==> config.mk <==
export PLATFORM = sky130hd
export DESIGN_NAME = pipe_skid_latch
export DESIGN_NICKNAME = d
export VERILOG_FILES = /design/src/rtl/pipe_skid_latch.sv
export SDC_FILE = /design/constraint.sdc
export NUM_CORES = 1
export LEC_CHECK = 0
export BUFFER_PORTS_ARGS = -buffer_cell sky130_fd_sc_hd__buf_4
export CAP_MARGIN = 20
export CELL_PAD_IN_SITES_DETAIL_PLACEMENT = 0
export CELL_PAD_IN_SITES_GLOBAL_PLACEMENT = 2
export CORE_AREA = 2 2 99 101
export CTS_CLUSTER_DIAMETER = 100
export DETAILED_ROUTE_END_ITERATION = 16
export DIE_AREA = 0 0 101 103
export GPL_ROUTABILITY_DRIVEN = 0
export GPL_TIMING_DRIVEN = 0
export PLACE_DENSITY_LB_ADDON = 0.2
export SYNTH_ARGS = -nofsm -noshare
export SYNTH_HDL_FRONTEND = slang
export SYNTH_SLANG_ARGS = --single-unit
==> constraint.sdc <==
create_clock -name CLK -period 5.6 [get_ports CLK]
set_input_delay 1.12 -clock CLK [delete_from_list [all_inputs] [get_ports CLK]]
set_output_delay 1.12 -clock CLK [all_outputs]
set_load 0.02 [all_outputs]
==> src/rtl/pipe_skid_latch.sv <==
// pipe_skid_latch
// ---------------------------------------------------------------------------
// This is a generic pipeline-stage register with a valid/ready handshake, a
// stall enable and a flush. One instance replaces one hand-written
// inter-stage latch. The payload is normally the packed stage struct.
//
// Parameters
//   WIDTH       payload width in bits (>= 1)
//   SKID        1: two-entry skid mode. in_ready comes only from registered
//                  state.
//               0: single-entry mode. in_ready is combinational on
//                  out_ready.
//   FLUSH_ZERO  1: flush clears the payload registers as well as the valids.
//               0: flush clears only the valids.
//
// Ports
//   CLK        rising-edge clock
//   nRST       synchronous active-low reset. It clears valids and payloads.
//   en         stage enable. When low, the stage freezes and no transfer
//              occurs.
//   flush      drops every held entry at the next edge. It overrides en and
//              both handshakes.
//   in_valid   upstream handshake, input side
//   in_ready   upstream handshake, output side
//   in_data    upstream payload
//   out_valid  downstream handshake, output side. It is high when the head
//              entry is presented.
//   out_ready  downstream handshake, input side
//   out_data   downstream payload (the head entry)
//   occupancy  number of held entries, 0..2
// ---------------------------------------------------------------------------
module pipe_skid_latch #(
  parameter int unsigned WIDTH      = 32,
  parameter bit          SKID       = 1'b1,
  parameter bit          FLUSH_ZERO = 1'b1
) (
  input  logic             CLK,
  input  logic             nRST,
  input  logic             en,
  input  logic             flush,
  input  logic             in_valid,
  output logic             in_ready,
  input  logic [WIDTH-1:0] in_data,
  output logic             out_valid,
  input  logic             out_ready,
  output logic [WIDTH-1:0] out_data,
  output logic [1:0]       occupancy
);

  // EMPTY: M invalid. ONE: M valid. FULL: M and S valid (S younger).
  typedef enum logic [1:0] {
    EMPTY = 2'd0,
    ONE   = 2'd1,
    FULL  = 2'd2
  } stateE;

  stateE            state_p1;
  stateE            stateNext;
  logic [WIDTH-1:0] mData_p1;
  logic [WIDTH-1:0] sData_p1;
  logic             mVld;
  logic             sVld;
  logic             accept;
  logic             drain;

  // ---- stage register: handshake state ----
  always_ff @(posedge CLK) begin
    if (!nRST) begin
      state_p1 <= EMPTY;
    end else begin
      state_p1 <= stateNext;
    end
  end

  always_comb begin
    stateNext = state_p1;
    if (flush) begin
      stateNext = EMPTY;
    end else if (en) begin
      case (state_p1)
        EMPTY: if (accept) stateNext = ONE;
        ONE: begin
          // Without a skid entry, accept implies drain, so FULL is never
          // reachable.
          if (accept && !drain) stateNext = SKID ? FULL : ONE;
          else if (!accept && drain) stateNext = EMPTY;
        end
        FULL: if (drain) stateNext = ONE;
        default: stateNext = EMPTY;
      endcase
    end
  end

  always_comb begin
    mVld      = (state_p1 != EMPTY);
    sVld      = (state_p1 == FULL);
    out_valid = mVld & en;
    out_data  = mData_p1;
    occupancy = {1'b0, mVld} + {1'b0, sVld};
    // In skid mode, readiness depends only on registered state. This breaks
    // the combinational out_ready -> in_ready path.
    if (SKID) begin
      in_ready = en & ~sVld;
    end else begin
      in_ready = en & (~mVld | out_ready);
    end
    accept = in_valid & in_ready;
    drain  = out_valid & out_ready;
  end

  // ---- stage register: payload ----
  always_ff @(posedge CLK) begin
    if (!nRST) begin
      mData_p1 <= '0;
      sData_p1 <= '0;
    end else if (flush) begin
      if (FLUSH_ZERO) begin
        mData_p1 <= '0;
        sData_p1 <= '0;
      end
    end else if (en) begin
      case (state_p1)
        EMPTY: if (accept) mData_p1 <= in_data;
        ONE: begin
          if (accept && drain) mData_p1 <= in_data;
          else if (accept && SKID) sData_p1 <= in_data;
        end
        FULL: if (drain) mData_p1 <= sData_p1;
        default: ;
      endcase
    end
  end

endmodule

======== Word-level counts from Yosys, hierarchy flattened ========
Index checks and enable logic that the tools add are counted.
storage, ports and cells
  memory bits (read-only) ................. 0
  output and inout port bits .............. 36
  bits in latches ......................... 0
  memories ................................ 0
  bits in writable memories ............... 0
  bits of input ports ..................... 38
  register bits after elaboration ......... 66
cells by class
  add/sub/neg operators ................... 1
  divide/modulo/power cells ............... 0
  bitwise logic cells ..................... 7
  order comparisons ....................... 0
  $mul .................................... 0
  muxes and demuxes ....................... 9
  equality and inequality tests ........... 6
  reductions and logical operators ........ 12
  shift-type cells ........................ 0
operators by type and width
  operator              count
  $mux W32              3
  $pmux W32 S3          1
  $mux W2               4
  $reduce_and A4 Y1     2
  $pmux W2 S3           1
  $reduce_and A5 Y1     1
  $and A1 B1 Y1         4
  $ne A2 B2 Y1 const B  2
  $logic_and A1 B1 Y1   3
  $ne A3 B3 Y1 const B  1
  $not A1 Y1            3
  $reduce_bool A3 Y1    1
  $add A1 B1 Y2         1
  $eq A2 B1 Y1 const B  1
  $eq A2 B2 Y1 const B  1
  $logic_not A1 Y1      2
  $logic_not A2 Y1      1
  $ne A2 B1 Y1 const B  1
  $reduce_bool A2 Y1    1
  $reduce_or A2 Y1      1

======== Logic depth before layout (Yosys ltp) ========
Gate-level depths: netlist of the first run.
  depth after elaboration ................. 9
  depth in mapped cells ................... 11
  depth with buffers taken out ............ 7

======== Least setup slack after synthesis of the first run ========
Ideal clock, no wire load.
  path type ............................... input port to output port
  start ................................... in en
  end ..................................... out in_ready
  arrival ................................. 1.499 ns
  buffers on the path ..................... 1
  stages on the path ...................... 2
  path slack .............................. 2.981 ns
  cells stage by stage .................... buf_2 > and2_1
on the way
  cells in the longest elaborated chain, start to end .. 1
RTL lines
  what                line  text
  start: declaration  39    input logic en,
  $and A1 B1 Y1       103   in_ready = en & ~sVld;
  end: declaration    42    output logic in_ready,
Every way passes these cells.

======== Worst setup path after layout of the first run ========
  start ................................... reg state_p1[0]
  end ..................................... out occupancy[0]
on the way
  cells in the longest elaborated chain, start to end .. 2
  elaborated cells on any way between the ends .. 3
  those cells by class .................... add/sub (1); eq/ne (1); reduce/logical (1)
RTL lines
  what                                                line    text
  start: declaration                                  57      stateE state_p1;
  start signal: assignment                            71      state_p1 <= stateNext;
  $eq A2 B2 Y1 or $reduce_bool A2 Y1 (tied branches)  96, 95
  $add A1 B1 Y2 (*)                                   99      occupancy = {1'b0, mVld} + {1'b0, sVld};
  end: declaration                                    47      output logic [1:0] occupancy
Every way passes the cells marked *; elsewhere a longest branch is shown, timed or not.

==> results of run 1 <==
## power by group
group	internal [mW]	switching, mW
Sequential	0.478	0.00479
Combinational	0.0554	0.0725
Clock	0.217	0.190
Total	0.750	0.268
## sequential cells by signal, indices dropped and copies added, names as in the netlist
| register | flops |
|---|---|
| state_p1 | 2 |
| sData_p1 | 32 |
| out_data | 32 |
## worst reg2reg max path, cell delays in order, from the launching register on
cell,delay [ns]
dfxtp_1,0.30
buf_4,0.15
nand2b_1,0.14
buf_4,0.19
buf_4,0.20
and3_1,0.21
ha_1,0.29
and4b_1,0.21
buf_2,0.16
buf_2,0.20
a211oi_1,0.32
a211oi_2,0.08
## logic make-up (layout without fill, tap and decap cells)
group | count (synthesis) | in the layout | share of synthesized area [%]
AOI/OAI and AO/OA | 134 | 134 | 31.2
DFF | 66 | 66 | 41.3
and+or+nand+nor | 48 | 48 | 8.45
buffers and inverters | 45 | 134 | 7.39
muxes | 33 | 33 | 10.5
adders and majority gates | 3 | 3 | 1.17
## path summary, 6_finish.rpt
check                           slack (ns)  cells after the start          from      endpoint
worst min register to register        0.48                      2  sData_p1[29]  sData_p1[29]
worst max-delay path                  2.68                      7   state_p1[0]  occupancy[0]
worst min-delay path                  0.48                      2  sData_p1[29]  sData_p1[29]
worst max register to register        3.02                     11   state_p1[0]   out_data[2]
## per-layer routing
metal | track usage (%) | wire length (µm) | up-vias
met1 | 23.9 | 4460 | 1371
met5 | 0 | 0 | -
met3 | 3.86 | 437 | 10
li1 | - | - | 1405
met2 | 29.9 | 4240 | 78
met4 | 5.72 | 86 | 0
## layout by cell type, fill, tap and decap left out, drive strengths merged
cell / instances
and3: 2
nand2b: 2
o21ai: 33
nand3: 32
o2111a: 1
bufinv: 1
mux2i: 32
a21oi: 35
dfxtp: 66
clkbuf: 30
mux2: 1
nor4: 1
buf: 95
and2: 2
ha: 3
nand3b: 1
inv: 4
nand4b: 1
clkinv: 4
nor2b: 1
or2: 1
nand2: 2
a21o: 1
and4b: 2
nor4bb: 1
a211oi: 64
## area by class of cell
class,count,area share (%)
Multi-Input combinational cell,218,40.2
Tap cell,114,3.49
Buffer,41,5.42
Inverter,4,0.368
Sequential cell,66,32.4
Clock inverter,5,1.32
Timing Repair Buffer,73,13.4
Clock buffer,11,3.46
## through the flow
| step | setup slack [ns] | power, mW | util, % | instances | hold slack [ns] |
|---|---|---|---|---|---|
| floorplan | 2.98 | 0.566 | - | 329 | 0.453 |
| global placement | 2.64 | 0.621 | 41.1 | 516 | 0.460 |
| detailed placement | 2.60 | 0.622 | 41.1 | 516 | 0.467 |
| CTS | 2.66 | 1.03 | 43.2 | 532 | 0.476 |
| global route | 2.59 | 1.06 | 43.2 | 532 | 0.501 |
| finish | 2.68 | 1.02 | 43.2 | 532 | 0.477 |
==> results by group, run 1 <==
Floorplan
  – Width of the die: 101 µm
  – Placement row count: 36
  – Total I/O pin count: 74
  – Vertical extent of the die: slightly above 100 µm
  – Area of the die: about 10,000 µm²
  – Area of the core region: 9460 µm²
  – Initial Utilization: about 34%

Final layout
  – Register Area: roughly 1300 µm²
  – Number of inserted filler cells in the final layout: between 900 and 1,000
  – Ratio of cells with drive above 1 in the final layout: between 30% and 40%
  – Number of inserted diodes: 0
  – Multi-input logic area: approximately 1600 µm²
  – Final layout net count: between 400 and 500
  – Final non-filler cell area: 4080 µm²
  – Synthesis-to-finish area growth: 27.7%

Synth
  – Number of enable-type register cells in the synthesized netlist: 0
  – Post-synthesis area per instance: ~10 µm²
  – Cell types with the highest counts after synthesis: dfxtp_1, a21oi_1, a211oi_1
  – Biggest area consumer among synthesized cells: dfxtp_1
  – Area share of the largest cell type after synthesis: 41.3%
  – Share of synthesized registers carrying an async set or reset: 0%
  – Register bit total from synthesis: 66
  – Most frequently used cell type in the post-synthesis netlist: dfxtp_1
  – Post-synthesis cell area: 3200 µm²
  – Nets in the synthesized netlist: between 300 and 400
  – Number of standard cells after synthesis: 329
  – Commonest register cell after synthesis: dfxtp_1
  – Yosys cell types: 27
  – Sequential share of the synthesized area: about two fifths
  – Main area contributors after synthesis: dfxtp_1, a211oi_2, mux2i_1
  – Yosys warning total: 0

Clocking
  – Number of buffers created by CTS: 9
  – Cells resized by post-CTS repair: 0
  – TritonCTS clock tree: done
  – Count of H-tree levels built during CTS: 3
  – Clock net sink count: 66
  – Clock-pin slew on the worst setup and hold paths: approximately 0.070 ns
  – Root Driver: clkbuf_8
  – Buffer count from post-CTS setup fixing: 0
  – Clock Path Buffers: 2
  – Post-cts hold buffer count: 0
  – Clock insertion delay at the later pin of the skew report: approximately 0.35 ns

Critical path
  – Cell type with the highest occurrence count on the critical path: buf_4
  – Nature of the critical path startpoint: flop
  – Endpoint arrival time on the critical path: around 1.8 ns
  – Buffers & Inverters on Critical Path: 5
  – Biggest cell delay along the critical path: 0.30 ns
  – CP max stage cell: dfxtp_1
  – Crit Path Max Fanout: 10
  – Req. time, crit path: approximately 4.5 ns
  – Critical path, cell by cell: buf_4 -> nand2b_1 -> buf_4 -> buf_4 -> ha_1 -> inv_1 -> buf_4
  – Critical path endpoint category: primary output
  – CP delay by family, top: buffers and inverters
  – Critical path type: reg2out

STA
  – Final count of pins violating max slew: 0
  – Hold violation total from the final report: 0
  – Max frequency: about 340 MHz
  – Maximum clock skew at final layout: 0.0104 ns
  – Setup TNS: 0 ns
  – Max_slew headroom: around half
  – Unrepaired setup endpoints after global routing: false
  – Final Critical Period: 2.92 ns
  – Number of endpoints failing setup at the final stage: 0
  – Share of the clock period used by the worst path after layout: ~52%
  – Tightest Pin Transition: about 0.77 ns

Global route
  – First-pass GRT wire length: 14,600 µm
  – Total congestion overflow: 0
  – Maximum number of pins on one net before global-route repair: 12
  – Via count of the first global-routing pass: between 2,000 and 3,000
  – Global routing usage summed across all routing layers: 18.2%
  – Antenna violations before repair: 0

Placement
  – Buffers on Ports: 73
  – Half-perimeter wire length after placement: just over 6000 µm
  – Dpl cell area: ~3900 µm²

Drt
  – Detailed-route via count: roughly 2,900
  – Routed len/inst: roughly 17 µm
  – Final antenna-violating net count: 0
  – Remaining DRCs: 0
  – Total Routed Length: 9220 µm
  – Via-to-Cell Ratio: about 5.4
  – Iteration-0 DRC count of the detailed router: 77
  – Detailed-router iteration count before antenna repair: 4

Job
  – Reported max-cap violation count: 0

Pwr
  – Peak VDD IR: slightly below 0.1 mV
  – Power density normalized to cell area: around 250 nW/µm²
  – Reported leakage power: between 1.5 and 2 nW

Hold path
  – Min-Delay Path Class: reg2reg

Run status
  – Outcome: completed
(Power assumes the default switching activity.)
==> run 2, diff against run 1 <==
--- a/config.mk
+++ b/config.mk
@@ -9,10 +9,10 @@
 export CAP_MARGIN = 20
 export CELL_PAD_IN_SITES_DETAIL_PLACEMENT = 0
 export CELL_PAD_IN_SITES_GLOBAL_PLACEMENT = 2
-export CORE_AREA = 2 2 99 101
+export CORE_AREA = 2 2 107 109
 export CTS_CLUSTER_DIAMETER = 100
 export DETAILED_ROUTE_END_ITERATION = 16
-export DIE_AREA = 0 0 101 103
+export DIE_AREA = 0 0 109 111
 export GPL_ROUTABILITY_DRIVEN = 0
 export GPL_TIMING_DRIVEN = 0
 export PLACE_DENSITY_LB_ADDON = 0.2
==> constraint.sdc (replaced) <==
create_clock -name CLK -period 2.5 [get_ports CLK]
set_input_delay 0.5 -clock CLK [delete_from_list [all_inputs] [get_ports CLK]]
set_output_delay 0.5 -clock CLK [all_outputs]
set_load 0.02 [all_outputs]
==> run 2 against run 1 <==
  * Register-to-register slack worse by 2.8 ns
  * Clock skew is 0.0027 ns lower
  * Utilization is 4.6 points lower
  * Hold slack worse by 0.042 ns
  * Critical path depth is 3 higher
  * Sequential power is 120% higher
  * Combinational power is 130% higher
  * Sequential share of layout area is 1.4 points lower
  * Largest power group is now clock
==> results by group, run 2 (synthesis results as in run 1) <==
Pwr
  – Peak VDD IR: 0.412 mV (was 0.0985 mV)
  – Reported leakage power: 1.77 nW (was 1.72 nW)
  – Sw Pwr: 0.671 mW (was 0.268 mW)
  – Relative contribution of sequential cells to total power: 39.1% (was 47.4%)
  – Int Pwr: 2.10 mW (was 0.750 mW)
  – Combinational share of power: 10.5% (was 12.6%)
  – Power density normalized to cell area: 648 nW/µm² (was 249 nW/µm²)
  – Net Sw Frac: 24.2% (was 26.3%)
  – Clk pwr share: 50.4% (was 40.0%)

STA
  – Tightest Pin Transition: 0.776 ns (was 0.772 ns)
  – Share of the clock period used by the worst path after layout: between 90% and 100%
  – Number of endpoints failing setup at the final stage: 0 (unchanged)
  – Max frequency: between 400 and 500 MHz
  – Final hold slack: 0.435 ns (was 0.477 ns)
  – Maximum clock skew at final layout: 0.00769 ns (was 0.0104 ns)
  – Hold violation total from the final report: 0 (unchanged)
  – Final count of pins violating max slew: 0 (unchanged)
  – Final Critical Period: approximately 2.3 ns
  – Unrepaired setup endpoints after global routing: false (unchanged)
  – Max_slew headroom: 48.3% (was 48.5%)

Final layout
  – Commonest cells after routing, fill and taps aside: buf_4, dfxtp_1, a21oi_1, o21ai_0, a211oi_2 (was buf_4, dfxtp_1, a21oi_1, a211oi_1, o21ai_0)
  – Synthesis-to-finish area growth: 33.6% (was 27.7%)
  – Final layout net count: 453 (was 454)
  – Number of inserted diodes: 0 (unchanged)
  – Count of non-filler cells in the finished layout: 560 (was 532)
  – Ratio of cells with drive above 1 in the final layout: 35.3% (was 34.2%)
  – Most common cell after layout, fill and taps aside: buf_4 (unchanged)
  – Final non-filler cell area: 4270 µm² (was 4080 µm²)
  – Number of inserted filler cells in the final layout: 1,122 (was 933)

Drt
  – Final antenna-violating net count: 0 (unchanged)
  – Iteration-0 DRC count of the detailed router: 122 (was 77)
  – Detailed-router iteration count before antenna repair: 4 (unchanged)
  – Total Routed Length: 9600 µm (was 9220 µm)
  – Detailed-route via count: 2,872 (was 2,864)
  – Via-to-Cell Ratio: 5.13 (was 5.38)
  – Routed len/inst: 17.1 µm (was 17.3 µm)
  – Remaining DRCs: 0 (unchanged)

Critical path
  – CP startpoint: state_p1[0] (unchanged)
  – Nature of the critical path startpoint: flop (unchanged)
  – R2r setup slk: 0.19 ns (was 3.02 ns)
  – Req. time, crit path: 2.70 ns (was 4.48 ns)
  – Crit Path Max Fanout: 19 (was 10)
  – Worst setup path endpoint: out_data[29] (was occupancy[0])
  – Endpoint arrival time on the critical path: 2.52 ns (was 1.80 ns)
  – Critical path type: reg2reg (was reg2out)
  – Capture point of the worst reg-to-reg path: out_data[29] (was out_data[2])
  – Startpoint of the most critical register-to-register path: state_p1[0] (unchanged)
  – Number of cells traversed by the worst register-to-register path: 10 (was 11)
  – Critical path endpoint category: flop (was primary output)

Clocking
  – Clock insertion delay at the later pin of the skew report: 0.33 ns (was 0.35 ns)
  – TritonCTS clock tree: done (unchanged)
  – Post-cts hold buffer count: 0 (unchanged)
  – Number of buffers created by CTS: 9 (unchanged)
  – Clock-pin slew on the worst setup and hold paths: 0.06 ns (was 0.07 ns)
  – Cells resized by post-CTS repair: 7 (was 0)
  – Root Driver: clkbuf_16 (was clkbuf_8)
  – Count of H-tree levels built during CTS: 3 (unchanged)
  – Clock net sink count: 66 (unchanged)
  – Clock Path Buffers: 2 (unchanged)
  – Buffer count from post-CTS setup fixing: 0 (unchanged)

Placement
  – Instance count after placement with tap cells included: 545 (was 516)
  – Half-perimeter wire length after placement: 6360 µm (was 6230 µm)
  – Dpl cell area: 3930 µm² (was 3890 µm²)
  – Buffers on Ports: 73 (unchanged)

Floorplan
  – Total I/O pin count: 74 (unchanged)
  – Vertical extent of the die: 111 µm (was 103 µm)
  – Initial Utilization: 28.9% (was 33.8%)
  – Placement row count: 39 (was 36)
  – Area of the core region: 11,100 µm² (was 9460 µm²)
  – Area of the die: 12,100 µm² (was 10,400 µm²)
  – Width of the die: 109 µm (was 101 µm)

Global route
  – GRT met1 Usage: 23.4% (was 23.9%)
  – Maximum number of pins on one net before global-route repair: 13 (was 12)
  – Total congestion overflow: 0 (unchanged)
  – Antenna violations before repair: 0 (unchanged)
  – Met3 usage in global routing: 3.82% (was 3.86%)
  – Global routing usage summed across all routing layers: 16.4% (was 18.2%)
  – GR peak layer: met2 (unchanged)
  – Via count of the first global-routing pass: 2,857 (was 2,877)
  – First-pass GRT wire length: 15,400 µm (was 14,600 µm)
  – GRT met2 Usage: 24.3% (was 29.9%)

Hold path
  – Worst hold path depth: 3 (was 2)
  – Hold Path Origin: in_data[20] (was sData_p1[29])
  – Min-Delay Path Class: in2reg (was reg2reg)

Run status
  – Outcome: completed (unchanged)

Job
  – Reported max-cap violation count: 0 (unchanged)
## run 2: changes by cell type in the layout (fill, tap and decap cells not counted), sizes merged
cell | before | now
clkinv | 4 | 1
bufinv | 1 | 2
buf | 95 | 94
clkinvlp | 0 | 2
clkbuf | 30 | 29
inv | 4 | 5
## run 2: layout make-up
class | count | area, µm² | share of cell area, %
repair buffers | 73 | 548 | 12.8
well taps | 143 | 179 | 4.19
clock inverters | 6 | 88.8 | 2.08
flip-flops and latches | 66 | 1320 | 30.9
clock buffers | 10 | 239 | 5.59
inverters | 4 | 15.0 | 0.351
plain buffers | 40 | 225 | 5.27
multi-input cells | 218 | 1660 | 38.8
## run 2: stage by stage
| stage | setup WS [ns] | utilization, % | total power [mW] | setup TNS, ns |
|---|---|---|---|---|
| 2_1_floorplan | 0.221 | - | 1.27 | 0 |
| 3_3_place_gp | -0.0728 | 35.4 | 1.39 | -1.33 |
| 3_5_place_dp | -0.0817 | 35.4 | 1.40 | -1.72 |
| 4_1_cts | 0.0169 | 38.6 | 2.80 | 0 |
| 5_1_grt | 0.0141 | 38.6 | 2.87 | 0 |
| 6_report | 0.189 | 38.6 | 2.77 | 0 |
## run 2: power by group through the flow
stage               logic, mW  clock network (mW)  registers [mW]
floorplan               0.142                   0            1.13
global placement        0.288                   0            1.11
detailed placement      0.290                   0            1.11
CTS                     0.293                1.42            1.08
global route            0.315                1.47            1.08
finish                  0.291                1.40            1.08
## run 2: how the worst min path moves through the flow
stage	slack, ns	to
floorplan	0.45	sData_p1[0]
global placement	0.46	sData_p1[18]
detailed placement	0.47	sData_p1[7]
CTS	0.43	sData_p1[23]
global route	0.43	sData_p1[12]
finish	0.44	sData_p1[20]
## run 2: worst max-delay path: stages (launching register included)
cell,delay [ns]
dfxtp_1,0.29
buf_4,0.15
nand2b_1,0.15
buf_6,0.19
and3_1,0.22
ha_2,0.24
and4b_1,0.19
buf_2,0.16
buf_4,0.19
a211oi_1,0.32
a211oi_2,0.08
## run 2: routing by layer
layer  wire (µm)  up-vias
met3         462       11
met4         122        0
li1            -     1405
met1        4610     1383
met2        4400       73
met5           0        -
==> run 3, diff against run 2 <==
--- a/config.mk
+++ b/config.mk
@@ -5,6 +5,7 @@
 export SDC_FILE = /design/constraint.sdc
 export NUM_CORES = 1
 export LEC_CHECK = 0
+export ABC_CLOCK_PERIOD_IN_PS = 2500
 export BUFFER_PORTS_ARGS = -buffer_cell sky130_fd_sc_hd__buf_4
 export CAP_MARGIN = 20
 export CELL_PAD_IN_SITES_DETAIL_PLACEMENT = 0
@@ -15,6 +16,7 @@
 export DIE_AREA = 0 0 109 111
 export GPL_ROUTABILITY_DRIVEN = 0
 export GPL_TIMING_DRIVEN = 0
+export MAX_ROUTING_LAYER = met4
 export PLACE_DENSITY_LB_ADDON = 0.2
 export SYNTH_ARGS = -nofsm -noshare
 export SYNTH_HDL_FRONTEND = slang
==> run 3 against run 2 <==
  * Clock power about the same
  * Clock-buffer cell count unchanged
  * Global-route usage increased by 0.46 points
  * Worst setup slack improved by 0.00082 ns
  * Sequential share of layout area unchanged
  * Critical path type unchanged
==> results by group, run 3 (synthesis results as in run 1) <==
Clocking
  – Clock Path Buffers: 2 (unchanged)
  – Post-cts hold buffer count: 0 (unchanged)
  – Clock net sink count: 66 (unchanged)
  – Number of buffers created by CTS: 9 (unchanged)
  – Clock insertion delay at the later pin of the skew report: 0.33 ns (about the same)
  – Count of H-tree levels built during CTS: 3 (unchanged)
  – Root Driver: clkbuf_16 (unchanged)
  – TritonCTS clock tree: done (unchanged)
  – Cells resized by post-CTS repair: 7 (unchanged)
  – Buffer count from post-CTS setup fixing: 0 (unchanged)
  – Clock-pin slew on the worst setup and hold paths: 0.06 ns (about the same)

Global route
  – Maximum number of pins on one net before global-route repair: 13 (unchanged)
  – First-pass GRT wire length: 15,400 µm (unchanged)
  – Via count of the first global-routing pass: 2,848 (was 2,857)
  – Antenna violations before repair: 0 (unchanged)
  – Total congestion overflow: 0 (unchanged)
  – Global routing usage summed across all routing layers: 16.8% (was 16.4%)

Final layout
  – Number of inserted diodes: 0 (unchanged)
  – Core occupancy in the finished layout: 38.6% (unchanged)
  – Final layout net count: 453 (unchanged)
  – Most common cell after layout, fill and taps aside: buf_4 (unchanged)
  – Synthesis-to-finish area growth: 33.6% (unchanged)
  – Ratio of cells with drive above 1 in the final layout: 35.3% (unchanged)
  – Final non-filler cell area: 4270 µm² (unchanged)
  – Commonest cells after routing, fill and taps aside: buf_4, dfxtp_1, a21oi_1, o21ai_0, a211oi_2 (unchanged)

Drt
  – Detailed-route via count: 2,875 (was 2,872)
  – Routed len/inst: 17.1 µm (about the same)
  – Total Routed Length: 9570 µm (was 9600 µm)
  – Via-to-Cell Ratio: 5.13 (about the same)
  – Remaining DRCs: 0 (unchanged)
  – Iteration-0 DRC count of the detailed router: 134 (was 122)
  – Final antenna-violating net count: 0 (unchanged)
  – Detailed-router iteration count before antenna repair: 6 (was 4)

Floorplan
  – Area of the core region: 11,100 µm² (unchanged)
  – Initial Utilization: 28.9% (unchanged)
  – Vertical extent of the die: 111 µm (unchanged)
  – Width of the die: 109 µm (unchanged)
  – Placement row count: 39 (unchanged)
  – Total I/O pin count: 74 (unchanged)
  – Area of the die: 12,100 µm² (unchanged)

Placement
  – Half-perimeter wire length after placement: 6360 µm (unchanged)
  – Dpl cell area: 3930 µm² (unchanged)
  – Worst Setup Slack post-DPL: -0.0817 ns (unchanged)
  – Buffers on Ports: 73 (unchanged)

STA
  – Number of endpoints failing setup at the final stage: 0 (unchanged)
  – Hold violation total from the final report: 0 (unchanged)
  – Max frequency: 433 MHz (about the same)
  – Share of the clock period used by the worst path after layout: 92.4% (about the same)
  – Max_slew headroom: 48.3% (about the same)
  – Unrepaired setup endpoints after global routing: false (unchanged)
  – Setup TNS: 0 ns (unchanged)
  – Maximum clock skew at final layout: 0.00967 ns (was 0.00769 ns)
  – Final Critical Period: 2.31 ns (about the same)
  – Setup slack after layout: 0.190 ns (was 0.189 ns)
  – Tightest Pin Transition: 0.775 ns (was 0.776 ns)
  – Final count of pins violating max slew: 0 (unchanged)

Critical path
  – R2r setup slk: 0.19 ns (about the same)
  – CP startpoint: state_p1[0] (unchanged)
  – Endpoint arrival time on the critical path: 2.51 ns (was 2.52 ns)
  – Nature of the critical path startpoint: flop (unchanged)
  – Critical path endpoint category: flop (unchanged)
  – Crit Path Max Fanout: 19 (unchanged)
  – Critical path type: reg2reg (unchanged)
  – Capture point of the worst reg-to-reg path: out_data[29] (unchanged)
  – Req. time, crit path: 2.70 ns (about the same)
  – Worst setup path endpoint: out_data[29] (unchanged)
  – Number of cells traversed by the worst register-to-register path: 10 (unchanged)
  – Startpoint of the most critical register-to-register path: state_p1[0] (unchanged)

Pwr
  – Peak VDD IR: 0.410 mV (was 0.412 mV)
  – Power density normalized to cell area: 646 nW/µm² (was 648 nW/µm²)
  – Combinational share of power: 10.5% (about the same)
  – Reported leakage power: 1.77 nW (unchanged)
  – Int Pwr: 2.10 mW (about the same)
  – Relative contribution of sequential cells to total power: 39.2% (was 39.1%)
  – Clk pwr share: 50.3% (was 50.4%)
  – Sw Pwr: 0.664 mW (was 0.671 mW)
  – Net Sw Frac: 24.0% (was 24.2%)

Run status
  – Outcome: completed (unchanged)

Job
  – Reported max-cap violation count: 0 (unchanged)

Hold path
  – Min-Delay Path Class: in2reg (unchanged)
## run 3: worst min path at each step
stage	start	endpoint	slack, ns	cells past startpoint
2_1_floorplan	sData_p1[0]	sData_p1[0]	0.45	2
3_3_place_gp	sData_p1[18]	sData_p1[18]	0.46	2
3_5_place_dp	sData_p1[7]	sData_p1[7]	0.47	2
4_1_cts	in_data[23]	sData_p1[23]	0.43	3
5_1_grt	in_data[12]	sData_p1[12]	0.43	3
6_report	in_data[20]	sData_p1[20]	0.44	3
## run 3: routing by layer
layer | part of all wire, % | track usage, %
met5 | 0 | -
met4 | 0.99 | 4.79
met3 | 5.2 | 3.82
met2 | 46 | 24.2
met1 | 48 | 23.5
## run 3: power groups by stage
stage               clock network [mW]  logic, mW  registers [mW]
floorplan                            0      0.142            1.13
global placement                     0      0.288            1.11
detailed placement                   0      0.290            1.11
CTS                               1.42      0.293            1.08
global route                      1.47      0.315            1.08
finish                            1.39      0.291            1.08
## run 3: cell type report
| type | count | area, µm² |
|---|---|---|
| Buffer | 40 | 225 |
| Multi-Input combinational cell | 218 | 1660 |
| Fill cell | 1122 | 6800 |
| Clock inverter | 6 | 88.8 |
| Tap cell | 143 | 179 |
| Timing Repair Buffer | 73 | 548 |
| Clock buffer | 10 | 239 |
| Sequential cell | 66 | 1320 |
| Inverter | 4 | 15.0 |
## run 3: metrics by stage
step	hold WS (ns)	std cells	total power, mW
final	0.437	560	2.76
after CTS	0.432	561	2.80
after global placement	0.460	545	1.39
after floorplan	0.453	329	1.27
after detailed placement	0.466	545	1.40
after global routing	0.432	560	2.87
## run 3: worst max-delay path: stages (launching register included)
cell	delay, ns
dfxtp_1	0.29
buf_4	0.15
nand2b_1	0.15
buf_6	0.18
and3_1	0.22
ha_2	0.24
and4b_1	0.19
buf_2	0.16
buf_4	0.19
a211oi_1	0.32
a211oi_2	0.08
